<file path="src/rtl/md_pkg.sv">
// Shared encodings and constants for the multiply/divide unit.
package md_pkg;

  localparam logic [1:0] MD_MULT  = 2'b00;
  localparam logic [1:0] MD_MULTU = 2'b01;
  localparam logic [1:0] MD_DIV   = 2'b10;
  localparam logic [1:0] MD_DIVU  = 2'b11;

  localparam int MD_ITER = 32;
  localparam int MD_CW   = $clog2(MD_ITER);

  typedef enum logic [1:0] {
    IDLE,
    CALC,
    FIX
  } md_state_t;

endpackage

</file>
<file path="src/rtl/md_div_step.sv">
// One restoring-division step: subtract the divisor when it fits and emit the quotient bit.
module md_div_step #(
  parameter int XLEN = 32
) (
  input  logic [XLEN:0]   prem,
  input  logic [XLEN-1:0] divisor,
  output logic [XLEN-1:0] rem_next,
  output logic            qbit
);

  logic [XLEN:0] diff;

  assign diff     = prem - {1'b0, divisor};
  assign qbit     = (prem >= {1'b0, divisor});
  // The kept remainder is always below the divisor, so XLEN bits suffice.
  assign rem_next = qbit ? diff[XLEN-1:0] : prem[XLEN-1:0];

endmodule

</file>
<file path="src/rtl/md_unit.sv">
// Iterative MULT/MULTU/DIV/DIVU unit holding the HI/LO registers.
// Optional MD_FAST_MUL_EN: single-cycle multiplier, multiplies go IDLE -> FIX.
module md_unit
  import md_pkg::*;
#(
  parameter int XLEN = 32
) (
  input  logic            clk,
  input  logic            rst,
  input  logic            start,
  input  logic [1:0]      op,
  input  logic [XLEN-1:0] a,
  input  logic [XLEN-1:0] b,
  input  logic            mthi,
  input  logic            mtlo,
  input  logic [XLEN-1:0] wdata,
  input  logic            flush,
  output logic            busy,
  output logic            done,
  output logic [XLEN-1:0] hi,
  output logic [XLEN-1:0] lo
);

  md_state_t         state;
  logic [MD_CW-1:0]  count;
  logic [2*XLEN-1:0] acc;
  logic [XLEN-1:0]   opnd;
  logic              is_div;
  logic              q_neg;
  logic              r_neg;
  logic              b_zero;

  logic              signed_op;
  logic [XLEN-1:0]   a_mag;
  logic [XLEN-1:0]   b_mag;
  logic [XLEN:0]     prem;
  logic [XLEN-1:0]   rem_next;
  logic              qbit;
  logic [XLEN:0]     mul_sum;
  logic [2*XLEN-1:0] prod_fix;
  logic [XLEN-1:0]   rem_fix;
  logic [XLEN-1:0]   quo_fix;

  assign signed_op = ~op[0];
  assign a_mag     = (signed_op && a[XLEN-1]) ? -a : a;
  assign b_mag     = (signed_op && b[XLEN-1]) ? -b : b;

  // acc holds {remainder, dividend/quotient} for divide and
  // {partial product, remaining multiplier bits} for multiply.
  assign prem    = {acc[2*XLEN-1:XLEN], acc[XLEN-1]};
  assign mul_sum = {1'b0, acc[2*XLEN-1:XLEN]} + (acc[0] ? {1'b0, opnd} : '0);

  md_div_step #(.XLEN(XLEN)) u_div_step (
    .prem     (prem),
    .divisor  (opnd),
    .rem_next (rem_next),
    .qbit     (qbit)
  );

  assign prod_fix = q_neg ? -acc : acc;
  assign rem_fix  = r_neg ? -acc[2*XLEN-1:XLEN] : acc[2*XLEN-1:XLEN];
  // A zero divisor leaves an all-ones quotient that must not be sign-fixed.
  assign quo_fix  = (q_neg && !b_zero) ? -acc[XLEN-1:0] : acc[XLEN-1:0];

  always_ff @(posedge clk) begin
    if (rst) begin
      state  <= IDLE;
      count  <= '0;
      acc    <= '0;
      opnd   <= '0;
      is_div <= 1'b0;
      q_neg  <= 1'b0;
      r_neg  <= 1'b0;
      b_zero <= 1'b0;
      busy   <= 1'b0;
      done   <= 1'b0;
      hi     <= '0;
      lo     <= '0;
    end else begin
      done <= 1'b0;
      case (state)
        IDLE: begin
          if (start && !flush) begin
            is_div <= op[1];
            opnd   <= b_mag;
            acc    <= {{XLEN{1'b0}}, a_mag};
            q_neg  <= signed_op & (a[XLEN-1] ^ b[XLEN-1]);
            r_neg  <= signed_op & a[XLEN-1];
            b_zero <= (b == '0);
            count  <= '0;
            busy   <= 1'b1;
`ifdef MD_FAST_MUL_EN
            if (!op[1]) begin
              acc   <= {{XLEN{1'b0}}, a_mag} * {{XLEN{1'b0}}, b_mag};
              state <= FIX;
            end else begin
              state <= CALC;
            end
`else
            state  <= CALC;
`endif
          end else begin
            if (mthi) hi <= wdata;
            if (mtlo) lo <= wdata;
          end
        end
        CALC: begin
          if (flush) begin
            state <= IDLE;
            busy  <= 1'b0;
          end else begin
            if (is_div) acc <= {rem_next, acc[XLEN-2:0], qbit};
            else        acc <= {mul_sum, acc[XLEN-1:1]};
            count <= count + MD_CW'(1);
            if (count == MD_CW'(MD_ITER - 1)) state <= FIX;
          end
        end
        FIX: begin
          state <= IDLE;
          busy  <= 1'b0;
          if (!flush) begin
            done <= 1'b1;
            if (is_div) begin
              hi <= rem_fix;
              lo <= quo_fix;
            end else begin
              hi <= prod_fix[2*XLEN-1:XLEN];
              lo <= prod_fix[XLEN-1:0];
            end
          end
        end
        default: begin
          state <= IDLE;
          busy  <= 1'b0;
        end
      endcase
    end
  end

endmodule

</file>
<file path="config.mk">
export PLATFORM = sky130hd
export DESIGN_NAME = md_unit
export DESIGN_NICKNAME = d
export VERILOG_FILES = /design/src/rtl/md_pkg.sv /design/src/rtl/md_div_step.sv /design/src/rtl/md_unit.sv
export SDC_FILE = /design/constraint.sdc
export NUM_CORES = 1
export LEC_CHECK = 0
export CORE_ASPECT_RATIO = 0.8
export CORE_MARGIN = 2
export CORE_UTILIZATION = 57
export CTS_BUF_LIST = sky130_fd_sc_hd__clkbuf_16
export DETAILED_ROUTE_END_ITERATION = 10
export PLACE_DENSITY = 0.82
export SLEW_MARGIN = 15
export SYNTH_ARGS = -nofsm -noshare
export SYNTH_HDL_FRONTEND = slang
export SYNTH_SLANG_ARGS = --single-unit
</file>
<file path="constraint.sdc">
create_clock -name clk -period 3.7 [get_ports clk]
set_input_delay 0.74 -clock clk [delete_from_list [all_inputs] [get_ports clk]]
set_output_delay 0.74 -clock clk [all_outputs]
set_load 0.02 [all_outputs]
</file>
==> impl_metrics.json, run 1 <==
{
  "grt.overflow.total": 0,
  "cp.required_ns": 4.03,
  "relSlewSlack_pct": 32.1,
  "place.gp.congestion": 0.977,
  "pwr-share-seq_pct": 39.1,
  "die_h_um": 143,
  "timing.fmax_ghz": 0.288,
  "crit_chain": "and2_1 > ha_1 > inv_1 > fa_1 > nand2b_1 > a21oi_1 > a2111oi_0 > buf_4 > o31ai_1 > buf_4 > o21a_1 > a31oi_1 > o2111a_1 > a21oi_1 > o211ai_1",
  "utilization_pct": 71.1,
  "track_usage_pct": 36.9,
  "wirelength_um": 47300,
  "yosysSeqAreaShare_pct": 25.1,
  "status": "finished clean",
  "yosysWarnings": 0,
  "crit_type": "reg2reg",
  "avgSynthCellArea_sq_um": 7.33,
  "fp-row-count": 50,
  "ant_nets": 0,
  "p_int_mw": 3.53,
  "synth_edf_count": 0,
  "vias_per_cell": 6.46,
  "layout-drive-gt1-share_pct": 7.83,
  "firstDrtPassIters": 7,
  "synth_most_common_cell": "nor2_1",
  "cts_buffer_depth": 2,
  "crit_fanout": 5,
  "antenna_found_initial": 0,
  "hpwlAfterDp_um": 36000,
  "synthArstFlopShare_pct": 0,
  "placedCellCount": 2336,
  "cts.hold.buffers_added": 0,
  "vdd_ir_drop_max_uv": 325,
  "drc_errors": 0,
  "port_buffers": 169,
  "clkLatencyLatePin_ns": 0.45,
  "synth_common_cells": "nor2_1, nand2_1, a21oi_1",
  "synth_top_flop_cell": "dfxtp_1",
  "ios": 170,
  "wl_per_cell_um": 20.0,
  "fin_crit_sh_pct": 93.7,
  "synthTopCellsByArea": "dfxtp_1, a21oi_1, ha_1, nor2_1, o21ai_0",
  "dieArea_sq_mm": 0.0254,
  "grt_pass1_vias": 13918,
  "cts.sinks": 173,
  "setup_viol": 0,
  "netlist_area_sq_mm": 0.0138,
  "synth_area_leader_cell": "dfxtp_1",
  "synth.top_cell.area_share_pct": 25.1,
  "cp.arrival_ns": 3.80,
  "p_comb_share_pct": 25.4,
  "syn_to_final_growth_pct": 21.8,
  "cts_root_buf": "clkbuf_16",
  "core_area_sq_mm": 0.0236,
  "finalMaxSlewViolations": 0,
  "die_w_um": 178,
  "cts_tree": "done",
  "critPathMaxStageDelay_ns": 0.45,
  "r2r_slack_ns": 0.23,
  "min_path_type": "reg2reg",
  "antenna_cells": 0,
  "drt_iter0_markers": 1864,
  "cp_top_family": "compound AO/OA/AOI/OAI gates",
  "drv_cap": 0,
  "cp-start-kind": "flip-flop",
  "ys_ff_latch": 173,
  "synth_cell_types": 76,
  "end_kind": "flip-flop",
  "final_hold_viol_count": 0,
  "h-tree-depth": 4,
  "synth_cells": 1879,
  "grt_pass1_wl_um": 74100,
  "switching_share_pct": 33.1,
  "p_sw_mw": 1.74,
  "rsz0062_at_grt": "false",
  "vias": 15286,
  "nNetsFinal": 2219,
  "path_buf_inv": 3,
  "instances_no_fill": 2368,
  "initial_core_util_pct": 58.4,
  "path_clk_slew_ns": 0.08,
  "multi_input_area_sq_mm": 0.00971,
  "p_clk_share_pct": 35.5,
  "min_period_ns": 3.47,
  "clock_skew_ns": 0.0151,
  "cts_buffers": 17,
  "critPathSlowestCell": "o31ai_1",
  "powerDensity_mw_per_mm2": 314,
  "tightest_slew_ns": 1.02,
  "p_leak_nw": 6.61,
  "synth_nets": 2055,
  "fillCellCount": 1877,
  "grt_max_degree": 133,
  "seq_area_sq_mm": 0.00346
}
[final cells by class]
type / count / share of cell area, %
flip-flops and latches: 173 / 20.7
inverters: 53 / 1.19
well taps: 312 / 2.33
clock buffers: 17 / 2.54
clock inverters: 15 / 0.992
multi-input cells: 1535 / 57.9
repair buffers: 263 / 14.4
[placed cells by master (no fill, tap or decap), types with 49 or more instances in the layout]
cell type / netlist / routed
nor2_1: 223 / 220
nand2_1: 189 / 189
a21oi_1: 188 / 188
dfxtp_1: 173 / 172
clkdlybuf4s50_1: 0 / 168
o21ai_0: 143 / 139
buf_4: 0 / 93
xnor2_1: 81 / 81
xor2_1: 77 / 77
ha_1: 70 / 70
a211oi_1: 65 / 65
inv_1: 52 / 52
nor3_1: 50 / 49
[power groups by stage]
| stage | Combinational (mW) | Clock (mW) | Sequential, mW |
|---|---|---|---|
| 2_1_floorplan | 0.758 | 0 | 2.11 |
| 3_3_place_gp | 1.27 | 0 | 2.09 |
| 3_5_place_dp | 1.30 | 0 | 2.10 |
| 4_1_cts | 1.31 | 1.86 | 2.06 |
| 5_1_grt | 1.44 | 1.94 | 2.07 |
| 6_report | 1.34 | 1.87 | 2.06 |
[registers in the layout, summed over array words and instances (netlist names)]
signal / count
done: 1
acc: 64
q_neg: 1
count: 5
b_zero: 1
opnd: 32
state: 2
lo: 32
is_div: 1
busy: 1
hi: 32
r_neg: 1
[final timing paths]
kind,depth (start not counted),start,to
setup / recovery,15,acc[0]$_SDFFE_PP0P_,acc[57]$_SDFFE_PP0P_
hold reg to reg,2,lo[31]$_SDFFE_PP0P_,lo[31]$_SDFFE_PP0P_
hold / removal,2,lo[31]$_SDFFE_PP0P_,lo[31]$_SDFFE_PP0P_
setup reg to reg,15,acc[0]$_SDFFE_PP0P_,acc[57]$_SDFFE_PP0P_
[repair_timing]
action	CTS	global route
buffers inserted	0	0
gates resized for setup	0	6
setup endpoints to repair	0	11
[kinds of logic (layout without fill, tap and decap cells)]
group / count (synthesis) / in the layout / share of synthesized area, %
AOI/OAI and AO/OA: 615 / 615 / 28.3
xor gates and xnor gates: 158 / 158 / 10.0
adders and majority gates: 72 / 72 / 6.65
buffers and inverters: 171 / 348 / 4.72
DFF: 173 / 173 / 25.1
muxes: 49 / 49 / 3.61
and+or+nand+nor: 641 / 641 / 21.5
[per-layer routing]
metal | GRT usage (%) | share of wire (%) | vias up
met1 | 54.1 | 44 | 7061
met4 | 10.2 | 2.7 | 0
met2 | 53.8 | 41 | 963
met5 | 0 | 0 | -
met3 | 8.15 | 12 | 106
li1 | - | - | 7156
[per-stage QoR]
| step | instance area, sq um | power [mW] | setup slack (ns) | hold slack, ns | TNS [ns] |
|---|---|---|---|---|---|
| 3_3_place_gp | 16200 | 3.37 | -0.136 | 0.445 | -0.402 |
| 5_1_grt | 16800 | 5.45 | 0.0268 | 0.474 | 0 |
| 6_report | 16800 | 5.27 | 0.232 | 0.461 | 0 |
| 4_1_cts | 16800 | 5.23 | 0.156 | 0.459 | 0 |
| 2_1_floorplan | 13800 | 2.87 | 0.402 | 0.432 | 0 |
| 3_5_place_dp | 16200 | 3.40 | -0.159 | 0.449 | -0.670 |
[worst reg2reg max path, delay by kind of cell (launching register included)]
| kind | cells | cell delay, ns |
|---|---|---|
| simple gates | 2 | 0.33 |
| fa+ha+maj | 2 | 0.52 |
| compound gates | 8 | 1.66 |
| buf+inv | 3 | 0.46 |
| flops | 1 | 0.39 |
Note: power is estimated with default switching activity, not from simulation.
==> run 2, diff against run 1 <==
--- a/config.mk
+++ b/config.mk
@@ -11,6 +11,7 @@
 export CTS_BUF_LIST = sky130_fd_sc_hd__clkbuf_16
 export DETAILED_ROUTE_END_ITERATION = 10
 export PLACE_DENSITY = 0.82
+export RECOVER_POWER = 25
 export SLEW_MARGIN = 15
 export SYNTH_ARGS = -nofsm -noshare
 export SYNTH_HDL_FRONTEND = slang
==> run 2 against run 1 <==
  * Setup slack lost 0.010 ns
  * Global-route usage is the same
  * Maximum frequency shrank 0.29%
  * Non-clock buffer count is the same
  * Critical path depth is the same
  * Highest routed layer unchanged
  * Critical path type unchanged
  * Largest cell class unchanged
  * Critical endpoint unchanged
==> impl_metrics.json, run 2 (same netlist as run 1, synthesis figures left out) <==
{
  "grt_pass1_vias": 13918,
  "crit_type": "reg2reg",
  "tightest_slew_ns": 1.36,
  "p_int_mw": 3.52,
  "switching_share_pct": 33.1,
  "wl_per_cell_um": 19.9,
  "vias_per_cell": 6.43,
  "firstDrtPassIters": 8,
  "cts_buffers": 17,
  "rr_endpoint": "acc[57]$_SDFFE_PP0P_",
  "critPathSlowestCell": "o31ai_1",
  "ios": 170,
  "drc_errors": 0,
  "h-tree-depth": 4,
  "largest_register": "acc",
  "cts.sinks": 173,
  "nNetsFinal": 2219,
  "setup_viol": 0,
  "timing.fmax_ghz": 0.288,
  "hpwlAfterDp_um": 36000,
  "clock_skew_ns": 0.0160,
  "powerDensity_mw_per_mm2": 314,
  "cp-start-kind": "flip-flop",
  "layout-drive-gt1-share_pct": 7.59,
  "die_w_um": 178,
  "vdd_ir_drop_max_uv": 326,
  "wirelength_um": 47100,
  "min_period_ns": 3.48,
  "r2r_slack_ns": 0.22,
  "end_kind": "flip-flop",
  "track_usage_pct": 36.9,
  "cp.arrival_ns": 3.81,
  "antenna_cells": 0,
  "core_area_sq_mm": 0.0236,
  "p_sw_mw": 1.74,
  "vias": 15228,
  "rsz0062_at_grt": "false",
  "fp-row-count": 50,
  "cp.required_ns": 4.04,
  "grt_max_degree": 133,
  "syn_to_final_growth_pct": 21.6,
  "antenna_found_initial": 0,
  "utilization_pct": 71.0,
  "critPathMaxStageDelay_ns": 0.44,
  "fin_crit_sh_pct": 94.0,
  "initial_core_util_pct": 58.4,
  "cts_tree": "done",
  "crit_fanout": 5,
  "die_h_um": 143,
  "placedCellCount": 2336,
  "hold_ws_ns": 0.461,
  "cts_root_buf": "clkbuf_16",
  "final_hold_viol_count": 0,
  "startpoint": "acc[0]$_SDFFE_PP0P_",
  "ant_nets": 0,
  "fillCellCount": 1881,
  "grt_pass1_wl_um": 74100,
  "instances_no_fill": 2368,
  "tns_ns": 0,
  "pwr-share-seq_pct": 39.2,
  "largest_register_ffs": 64,
  "grt.overflow.total": 0,
  "status": "finished clean",
  "reg2reg_from": "acc[0]$_SDFFE_PP0P_",
  "r2r_cells": 15,
  "endpoint": "acc[57]$_SDFFE_PP0P_",
  "min_path_type": "reg2reg",
  "drt_iter0_markers": 1733,
  "clkLatencyLatePin_ns": 0.46,
  "power_mw": 5.26,
  "cts_buffer_depth": 2,
  "path_clk_slew_ns": 0.08,
  "crit_chain": "and2_1 > ha_1 > inv_1 > fa_1 > nand2b_1 > a21oi_1 > a2111oi_0 > buf_4 > o31ai_1 > buf_4 > o21a_1 > a31oi_1 > o2111a_1 > a21oi_1 > o211ai_1",
  "p_clk_share_pct": 35.6,
  "final_common_cell": "nor2_1",
  "relSlewSlack_pct": 9.05,
  "final_cell_mix": "nor2_1, nand2_1, a21oi_1, dfxtp_1, o21ai_0",
  "dieArea_sq_mm": 0.0254,
  "p_leak_nw": 6.73,
  "port_buffers": 169,
  "place.gp.congestion": 0.977,
  "drv_cap": 0,
  "finalMaxSlewViolations": 0,
  "post_cts_buffers": 0,
  "p_comb_share_pct": 25.2
}
-- run 2: changes by cell type in the layout (fill, tap and decap cells not counted), moves of 3 or more --
cell             before  now
clkbuf_1              0    3
buf_4                93   89
dlygate4sd3_1         0   50
clkdlybuf4s50_1     168  118
-- run 2: worst max-delay path, delay by kind of cell, from the launching register on --
family                   cells  cell delay (ns)
adder cells (fa/ha/maj)      2             0.52
AO/OA/AOI/OAI                8             1.67
buffers and inverters        3             0.46
AND/OR/NAND/NOR              2             0.33
flip-flops                   1             0.39
-- run 2: layout make-up --
cell class	count	area (sq um)	share of cell area, %
multi-input cells	1535	9700	57.9
well taps	312	390	2.33
clock inverters	15	166	0.994
repair buffers	263	2410	14.4
inverters	53	199	1.19
clock buffers	17	425	2.54
flip-flops and latches	173	3460	20.7
-- run 2: timing repair --
action                     4_1_cts  5_1_grt
setup endpoints to repair        0       11
gates resized for setup          0        6
hold buffers                     0        0
-- run 2: worst min path at each step --
stage                     startpoint                     to  slack [ns]  cells past startpoint
2_1_floorplan  opnd[31]$_SDFFE_PP0P_  opnd[31]$_SDFFE_PP0P_        0.43                      2
5_1_grt        opnd[31]$_SDFFE_PP0P_  opnd[31]$_SDFFE_PP0P_        0.47                      2
3_5_place_dp     lo[31]$_SDFFE_PP0P_    lo[31]$_SDFFE_PP0P_        0.45                      2
3_3_place_gp     lo[29]$_SDFFE_PP0P_    lo[29]$_SDFFE_PP0P_        0.44                      2
6_report         hi[19]$_SDFFE_PP0P_    hi[19]$_SDFFE_PP0P_        0.46                      2
4_1_cts          lo[31]$_SDFFE_PP0P_    lo[31]$_SDFFE_PP0P_        0.46                      2
-- run 2: per-stage QoR --
| stage | cell area [sq um] | setup slack (ns) |
|---|---|---|
| after floorplan | 13800 | 0.402 |
| after global placement | 16200 | -0.136 |
| after detailed placement | 16200 | -0.159 |
| after CTS | 16800 | 0.156 |
| after global routing | 16700 | 0.0268 |
| final | 16700 | 0.222 |
-- run 2: power groups by stage --
stage                     logic, mW  clock network (mW)  registers, mW
after floorplan               0.758                   0           2.11
after global placement         1.27                   0           2.09
after detailed placement       1.30                   0           2.10
after CTS                      1.31                1.86           2.06
after global routing           1.43                1.94           2.07
final                          1.33                1.87           2.06
-- run 2: metal layers --
metal	GRT usage, %	vias up	part of all wire, %
met4	10.2	0	2.6
met2	53.8	912	41
li1	-	7165	-
met5	0	-	0
met3	8.15	107	13
met1	54.1	7044	43
